### config.mk
export PLATFORM = sky130hd
export DESIGN_NAME = bcd_scan_display
export DESIGN_NICKNAME = d
export VERILOG_FILES = /design/src/rtl/bcd_scan_display.sv
export SDC_FILE = /design/constraint.sdc
export NUM_CORES = 1
export LEC_CHECK = 0
export BUFFER_PORTS_ARGS = -buffer_cell sky130_fd_sc_hd__buf_2
export CORE_ASPECT_RATIO = 0.5
export CORE_MARGIN = 1.5
export CORE_UTILIZATION = 59
export DETAILED_ROUTE_END_ITERATION = 7
export PLACE_DENSITY_LB_ADDON = 0.05
export SETUP_SLACK_MARGIN = 0.02
export SYNTH_ARGS = -nofsm -noshare
export SYNTH_HDL_FRONTEND = slang
export SYNTH_SLANG_ARGS = --single-unit
### constraint.sdc
create_clock -name clk -period 4.2 [get_ports clk]
set_clock_uncertainty 0.2 [all_clocks]
set_input_delay 0.42 -clock clk [delete_from_list [all_inputs] [get_ports clk]]
set_output_delay 0.42 -clock clk [all_outputs]
set_load 0.02 [all_outputs]
### src/rtl/bcd_scan_display.sv
// Multiplexed common-anode 7-segment driver for a chain of BCD counter digits.
// Shadow-captures the digits, scans them at a prescaled rate, blanks leading zeros
// and inserts a one-cycle all-anodes-off gap on every digit switch.
module bcd_scan_display #(
  parameter int NUM_DIGITS  = 4,
  parameter int REFRESH_DIV = 1000,
  localparam int IDX_W      = (NUM_DIGITS > 1) ? $clog2(NUM_DIGITS) : 1
) (
  input  logic                    clk,
  input  logic                    reset,
  input  logic [4*NUM_DIGITS-1:0] digits_in,
  input  logic [NUM_DIGITS-1:0]   dp_in,
  input  logic                    capture,
  input  logic                    blank_lz,
  output logic [6:0]              seg,
  output logic                    dp,
  output logic [NUM_DIGITS-1:0]   an,
  output logic [IDX_W-1:0]        scan_idx
);

  localparam int              PRE_W    = $clog2(REFRESH_DIV);
  localparam logic [PRE_W-1:0] PRE_LAST = PRE_W'(REFRESH_DIV - 1);
  localparam logic [IDX_W-1:0] IDX_LAST = IDX_W'(NUM_DIGITS - 1);
  localparam logic             MULTI    = (NUM_DIGITS > 1) ? 1'b1 : 1'b0;

  // Active-high gfedcba pattern; codes 10..15 show a dash.
  function automatic logic [6:0] decode_seg(input logic [3:0] bcd);
    logic [6:0] pat;
    case (bcd)
      4'd0:    pat = 7'h3F;
      4'd1:    pat = 7'h06;
      4'd2:    pat = 7'h5B;
      4'd3:    pat = 7'h4F;
      4'd4:    pat = 7'h66;
      4'd5:    pat = 7'h6D;
      4'd6:    pat = 7'h7D;
      4'd7:    pat = 7'h07;
      4'd8:    pat = 7'h7F;
      4'd9:    pat = 7'h6F;
      default: pat = 7'h40;
    endcase
    return pat;
  endfunction

  logic [4*NUM_DIGITS-1:0] shadow_r, shadow_nxt_s;
  logic [NUM_DIGITS-1:0]   shadow_dp_r, shadow_dp_nxt_s;
  logic [PRE_W-1:0]        pre_r, pre_nxt_s;
  logic [IDX_W-1:0]        scan_idx_r, idx_nxt_s;
  logic                    gap_r, gap_nxt_s, tick_s;
  logic [6:0]              seg_r, seg_nxt_s;
  logic                    dp_r, dp_nxt_s;
  logic [NUM_DIGITS-1:0]   an_r, an_nxt_s;
  logic [3:0]              cur_digit_s;
  logic                    cur_dp_s, cur_blank_s, zero_above_s;

  // Next-state for shadow, prescaler and scan position.
  always_comb begin
    shadow_nxt_s    = shadow_r;
    shadow_dp_nxt_s = shadow_dp_r;
    if (capture) begin
      shadow_nxt_s    = digits_in;
      shadow_dp_nxt_s = dp_in;
    end else begin
      shadow_nxt_s    = shadow_r;
      shadow_dp_nxt_s = shadow_dp_r;
    end

    tick_s    = (pre_r == PRE_LAST);
    pre_nxt_s = tick_s ? {PRE_W{1'b0}} : pre_r + PRE_W'(1);

    if (tick_s) begin
      if (scan_idx_r == IDX_LAST) begin
        idx_nxt_s = {IDX_W{1'b0}};
      end else begin
        idx_nxt_s = scan_idx_r + IDX_W'(1);
      end
      gap_nxt_s = MULTI;
    end else begin
      idx_nxt_s = scan_idx_r;
      gap_nxt_s = 1'b0;
    end
  end

  // Output pattern from the post-update scan position and shadow contents.
  always_comb begin
    cur_digit_s  = 4'h0;
    cur_dp_s     = 1'b0;
    cur_blank_s  = 1'b0;
    zero_above_s = 1'b1;
    an_nxt_s     = {NUM_DIGITS{1'b1}};
    // Walk from the most significant digit so zero_above_s covers digit i and all above it.
    for (int i = NUM_DIGITS - 1; i >= 0; i--) begin
      zero_above_s = zero_above_s & (shadow_nxt_s[4*i +: 4] == 4'h0);
      if (idx_nxt_s == IDX_W'(i)) begin
        cur_digit_s = shadow_nxt_s[4*i +: 4];
        cur_dp_s    = shadow_dp_nxt_s[i];
        cur_blank_s = blank_lz & zero_above_s & (i > 0);
        an_nxt_s[i] = gap_nxt_s;
      end else begin
        an_nxt_s[i] = 1'b1;
      end
    end
    if (cur_blank_s) begin
      seg_nxt_s = 7'h7F;
    end else begin
      seg_nxt_s = ~decode_seg(cur_digit_s);
    end
    dp_nxt_s = ~cur_dp_s;
  end

  // State and output registers.
  always_ff @(posedge clk) begin
    if (reset) begin
      shadow_r    <= {(4*NUM_DIGITS){1'b0}};
      shadow_dp_r <= {NUM_DIGITS{1'b0}};
      pre_r       <= {PRE_W{1'b0}};
      scan_idx_r  <= {IDX_W{1'b0}};
      gap_r       <= 1'b0;
      seg_r       <= 7'h7F;
      dp_r        <= 1'b1;
      an_r        <= {NUM_DIGITS{1'b1}};
    end else begin
      shadow_r    <= shadow_nxt_s;
      shadow_dp_r <= shadow_dp_nxt_s;
      pre_r       <= pre_nxt_s;
      scan_idx_r  <= idx_nxt_s;
      gap_r       <= gap_nxt_s;
      seg_r       <= seg_nxt_s;
      dp_r        <= dp_nxt_s;
      an_r        <= an_nxt_s;
    end
  end

  assign seg      = seg_r;
  assign dp       = dp_r;
  assign an       = an_r;
  assign scan_idx = scan_idx_r;

  logic unused_gap_s;
  assign unused_gap_s = gap_r;

endmodule

* Word level (Yosys, flattened, before mapping)
Memories as Yosys holds them, arrays and structs flattened.
Cells that the tools add are included.
** Storage, ports and cells
- Output and inout bits :: 14
- Word-level logic and storage cells :: 57
- Memories :: 1
- Memory bits (read-only) :: 112
- Register bits after elaboration :: 44
** Cells by class
- Mux-type cells :: 18
- $add $sub $neg :: 2
- Reduce and logical (&&, ||, !) cells :: 10
- Bitwise logic cells :: 11
- Equal/unequal tests :: 5
** Memory list
- (no name shown) :: words 16, width 7, rd ports 1, clocked after Yosys merged registers in 0, wr ports 0, RTL line 29 : case (bcd)
** Operator list (number)
- $mux 4 :: 5
- $mux 16 :: 1
- $logic_not 4->1 :: 3
- $reduce_or 2->1 :: 6
- $add 10x1->10 const B :: 1
- $eq 10x10->1 const B :: 1
- $mux 1 :: 9
- $mux 7 :: 1
- $not 7->7 :: 1
- $eq 2x2->1 const B :: 3
- $and 1x1->1 :: 5
- $not 1->1 :: 5
- $mux 2 :: 2
- $add 2x1->2 const B :: 1
- $eq 2x1->1 const B :: 1
- $logic_not 2->1 :: 1

* Depth between registers and ports, before layout
An unclocked memory read counts as a cell.
- Word-level depth :: 11
- Mapped depth :: 12
- Depth with buffers taken out :: 10

* Worst setup path after synthesis
OpenSTA, ideal clock, no wires.
- Path type :: reg2reg
- From :: reg pre_r[0]
- To :: reg seg_r[1], in the netlist seg[1]
- Buffers on the path :: 2
- Required time :: 3926 ps
- Path slack :: 1515 ps
- Arrival :: 2411 ps
- Cell stages (with the launch flop) :: 12
- Library setup time :: 74 ps
- Path through :: dfxtp_1 ha_1 and4bb_4 and3_1 buf_2 mux2_4 buf_6 mux2i_1 mux2_4 ha_1 and2_1 o21ai_0
** Between the ends
- Word-level cells in the longest chain between the ends :: 10
- Elaborated cells on any way between the ends :: 18
- Those cells by class :: eq/ne: 4; mux: 10; bitwise: 1; reduce/logical: 2; memory: 1
** RTL lines
- from (decl) :: RTL line 47 : logic [PRE_W-1:0] pre_r, pre_nxt_s;
- from (signal assigned) :: RTL line 116 : pre_r <= {PRE_W{1'b0}};
- from (signal assigned) :: RTL line 125 : pre_r <= pre_nxt_s;
- $eq 10x10->1 (*) :: RTL line 68 : tick_s = (pre_r == PRE_LAST);
- $mux 2 (*) :: RTL line 71 : if (tick_s) begin
- $eq 2x2->1 :: RTL line 94 : if (idx_nxt_s == IDX_W'(i)) begin
- $mux 4 (4 in a row) :: RTL line 94
- $mem_v2 16x7
- $mux 7 :: RTL line 103 : if (cur_blank_s) begin
- $not 7->7 :: RTL line 106 : seg_nxt_s = ~decode_seg(cur_digit_s);
- to (signal assigned) :: RTL line 128 : seg_r <= seg_nxt_s;
- to (decl) :: RTL line 50 : logic [6:0] seg_r, seg_nxt_s;
Mark *: on every way between the ends. The rest lies on a longest branch, timed or not. The select of a mux whose other input is x is not followed.
A chain may end at the register's enable or synchronous reset.

* Worst setup path in the final report
- From :: reg pre_r[0]
- To :: reg seg_r[4], in the netlist seg[4]
The elaborated chain is that of the path after synthesis.

==> flow_metrics.env <==
export IMPL_gp_routability_congestion=0.803
export IMPL_postCtsResizedCells=0
export IMPL_postRouteAntennaNets=0
export IMPL_setup_viol=0
export IMPL_routed_via_count=1573
export IMPL_antenna_cells_inserted=0
export IMPL_worst_r2r_setup_slack_ps=1140
export IMPL_crit_path_time_final_ps=3060
export IMPL_first_pass_iters=4
export IMPL_synth_nets=239
export IMPL_clk_pin_slew_ps=90
export IMPL_drv_slew=0
export IMPL_grt_antenna_before_repair=0
export IMPL_finalPower_w=0.000902
export IMPL_critical_path_arrival_ps=3030
export IMPL_rows=14
export IMPL_synthCells=208
export IMPL_timing_final_ws_setup_ps=1140
export IMPL_async_flop_share_pct=0
export IMPL_first_global_vias=1442
export IMPL_syn_area_per_cell_um2=10.0
export IMPL_final_net_count=274
export IMPL_synth_edff_count=0
export IMPL_detail_route_iter0_violations=54
export IMPL_htreeDepth=2
export IMPL_post_synth_num_cell_types=38
export IMPL_floorplan_initialDensity_pct=65.6
export IMPL_worstSetupPathType="reg -> reg"
export IMPL_max_freq_mhz=327
export IMPL_run_status="complete, no violations"
export IMPL_postSynthRegisterBits=44
export IMPL_crit_start_category="flop"
export IMPL_grt_setup_unrepaired="no"
export IMPL_grt_usage_pct=22.0
export IMPL_powerDensity_nw_per_um2=376
export IMPL_largest_area_contributor_in_the_synthesized_netlist="sky130_fd_sc_hd__dfxtp_1"
export IMPL_synthesized_area_um2=2080
export IMPL_synth_top_cells_by_area="sky130_fd_sc_hd__dfxtp_1, sky130_fd_sc_hd__mux2i_1, sky130_fd_sc_hd__nor2_1, sky130_fd_sc_hd__ha_1, sky130_fd_sc_hd__nand3_1"
export IMPL_worst_hold_path_type="in -> reg"
export IMPL_yosys_top_cells_count="sky130_fd_sc_hd__dfxtp_1, sky130_fd_sc_hd__nor2_1, sky130_fd_sc_hd__mux2i_1"
export IMPL_remaining_drc_errors=0
export IMPL_irDropWorstVdd_mv=0.210
export IMPL_yosysWarningCount=0
export IMPL_final_fill_count=236
export IMPL_final_hold_viol_count=0
export IMPL_cts_buffers_inserted=5
export IMPL_maximum_number_of_pins_on_one_net_before_global_route_repair=26
export IMPL_post_synth_top_count_cell="sky130_fd_sc_hd__dfxtp_1"
export IMPL_post_route_setup_tns_ps=0
export IMPL_cts_tree="done"
export IMPL_avgViaCountPerCell=5.39
export IMPL_number_of_max_cap_violations=0
export IMPL_final_period_utilization_pct=72.9
export IMPL_max_slew_margin_pct=54.9
export IMPL_post_cts_setup_buffer_count=0
export IMPL_area_growth_pct=15.3
export IMPL_clock_sinks=44
export IMPL_core_region_area_um2=3170
export IMPL_io_pins=38
export IMPL_yosysSeqAreaShare_pct=42.4
export IMPL_worst_ep_required_time_ps=4170
export IMPL_synth_top_cell_area_share_pct=42.4
export IMPL_wl_per_cell_um=13.6
export IMPL_fp_dieH_um=45.0
export IMPL_port_buffers=37
export IMPL_die_width_um=87.0
export IMPL_ys_flop_type="sky130_fd_sc_hd__dfxtp_1"
export IMPL_clock_latency_ps=300
export IMPL_worst_setup_path_end_kind="flop"
export IMPL_critical_path_peak_fanout=9
export IMPL_final_util_pct=75.6
export IMPL_routed_wirelength_mm=3.96
export IMPL_preCtsSetupSlack_ps=1150
export IMPL_post_dp_hpwl_mm=2.89
export IMPL_cts_root_buffer="sky130_fd_sc_hd__clkbuf_8"
export IMPL_post_route_cells_drive_above_1_share_pct=26.2
export IMPL_dieArea_um2=3910
export IMPL_slew_at_the_pin_closest_to_its_max_slew_limit_ps=657
export IMPL_p_leak_nw=1.11
export IMPL_ctsLongestPathBuffers=2
export IMPL_hold_buffers=0
export IMPL_grt_first_pass_wirelength_mm=6.44
export IMPL_remaining_global_route_overflow=0
[final cells by class]
type,instances,area [µm²],share of cell area [%]
flip-flops and latches,44,881,36.7
clock buffers,5,68.8,2.87
clock inverters,3,47.5,1.98
repair buffers,38,193,8.04
inverters,4,17.5,0.731
multi-input cells,150,1130,47.1
well taps,48,60.1,2.51
[cell usage in the layout (no fill, tap or decap), types with 2 or more instances in the layout]
| cell | Yosys | layout |
|---|---|---|
| sky130_fd_sc_hd__mux4_2 | 2 | 2 |
| sky130_fd_sc_hd__nor2_1 | 35 | 35 |
| sky130_fd_sc_hd__or3b_2 | 4 | 4 |
| sky130_fd_sc_hd__mux2_4 | 3 | 3 |
| sky130_fd_sc_hd__xnor2_1 | 4 | 4 |
| sky130_fd_sc_hd__nand2_1 | 5 | 5 |
| sky130_fd_sc_hd__mux2i_1 | 29 | 29 |
| sky130_fd_sc_hd__o21ai_0 | 3 | 3 |
| sky130_fd_sc_hd__nand4_1 | 6 | 6 |
| sky130_fd_sc_hd__nand3_2 | 2 | 2 |
| sky130_fd_sc_hd__a2bb2oi_1 | 4 | 4 |
| sky130_fd_sc_hd__nand3b_1 | 4 | 4 |
| sky130_fd_sc_hd__and3_1 | 4 | 4 |
| sky130_fd_sc_hd__mux2_2 | 3 | 3 |
| sky130_fd_sc_hd__clkbuf_8 | 0 | 5 |
| sky130_fd_sc_hd__inv_1 | 3 | 3 |
| sky130_fd_sc_hd__clkinv_4 | 0 | 2 |
| sky130_fd_sc_hd__buf_2 | 5 | 37 |
| sky130_fd_sc_hd__nand3_1 | 13 | 13 |
| sky130_fd_sc_hd__xor2_1 | 4 | 4 |
| sky130_fd_sc_hd__dfxtp_1 | 44 | 44 |
| sky130_fd_sc_hd__ha_1 | 7 | 7 |
| sky130_fd_sc_hd__a21oi_1 | 2 | 2 |
| sky130_fd_sc_hd__nor3_1 | 3 | 3 |
[path summary, 6_finish.rpt]
kind / startpoint / endpoint / depth (start not counted)
worst max-delay path: pre_r[0] / seg[4] / 8
worst min-delay path: dp_in[3] / shadow_dp_r[3] / 3
worst max register to register: pre_r[0] / seg[4] / 8
worst min register to register: scan_idx[1] / an[2] / 1
[kinds of logic (layout without fill, tap and decap cells)]
kind of cell             count (synthesis)  in the layout  synth area share, %
AO/OA/AOI/OAI                           14             14                 5.17
AND/OR/NAND/NOR                         84             84                 21.7
buffers and inverters                   14             50                 3.31
flip-flops                              44             44                 42.4
adder cells (fa/ha/maj)                  7              7                 4.21
multiplexers                            37             37                 19.9
XOR/XNOR                                 8              8                 3.37
[layer usage]
metal	GRT usage (%)	vias to the layer above	share of wire [%]
li1	-	805	-
met4	5.48	0	1.3
met5	0	-	0
met3	8.04	5	4.8
met1	28.3	730	50
met2	36.0	33	44
[state kept, by name, indices dropped and copies added (netlist names)]
| name | count |
|---|---|
| shadow_dp_r | 4 |
| seg | 7 |
| an | 4 |
| shadow_r | 16 |
| dp | 1 |
| pre_r | 10 |
| scan_idx | 2 |
[where the power goes]
group,switching (W),total [W],internal (W)
clock,0.000155,0.000334,0.000179
combinational,0.0000673,0.000121,0.0000533
sequential,0.00000830,0.000448,0.000439
total,0.000230,0.000902,0.000672
[worst max-delay path: stages (launching register included)]
cell	delay (ps)
sky130_fd_sc_hd__dfxtp_1	380
sky130_fd_sc_hd__ha_1	230
sky130_fd_sc_hd__and4bb_4	280
sky130_fd_sc_hd__nand3_2	200
sky130_fd_sc_hd__mux2i_1	400
sky130_fd_sc_hd__buf_4	250
sky130_fd_sc_hd__mux2i_1	590
sky130_fd_sc_hd__nand3_2	220
sky130_fd_sc_hd__a2bb2oi_1	180
[through the flow]
stage          cell area, µm²  std cells  hold WS, ps
6_report                 2400        292          169
5_1_grt                  2400        292          176
4_1_cts                  2400        292          160
3_5_place_dp             2280        284          249
3_3_place_gp             2280        284          242
2_1_floorplan            2080        208          230
(Power assumes the default switching activity.)
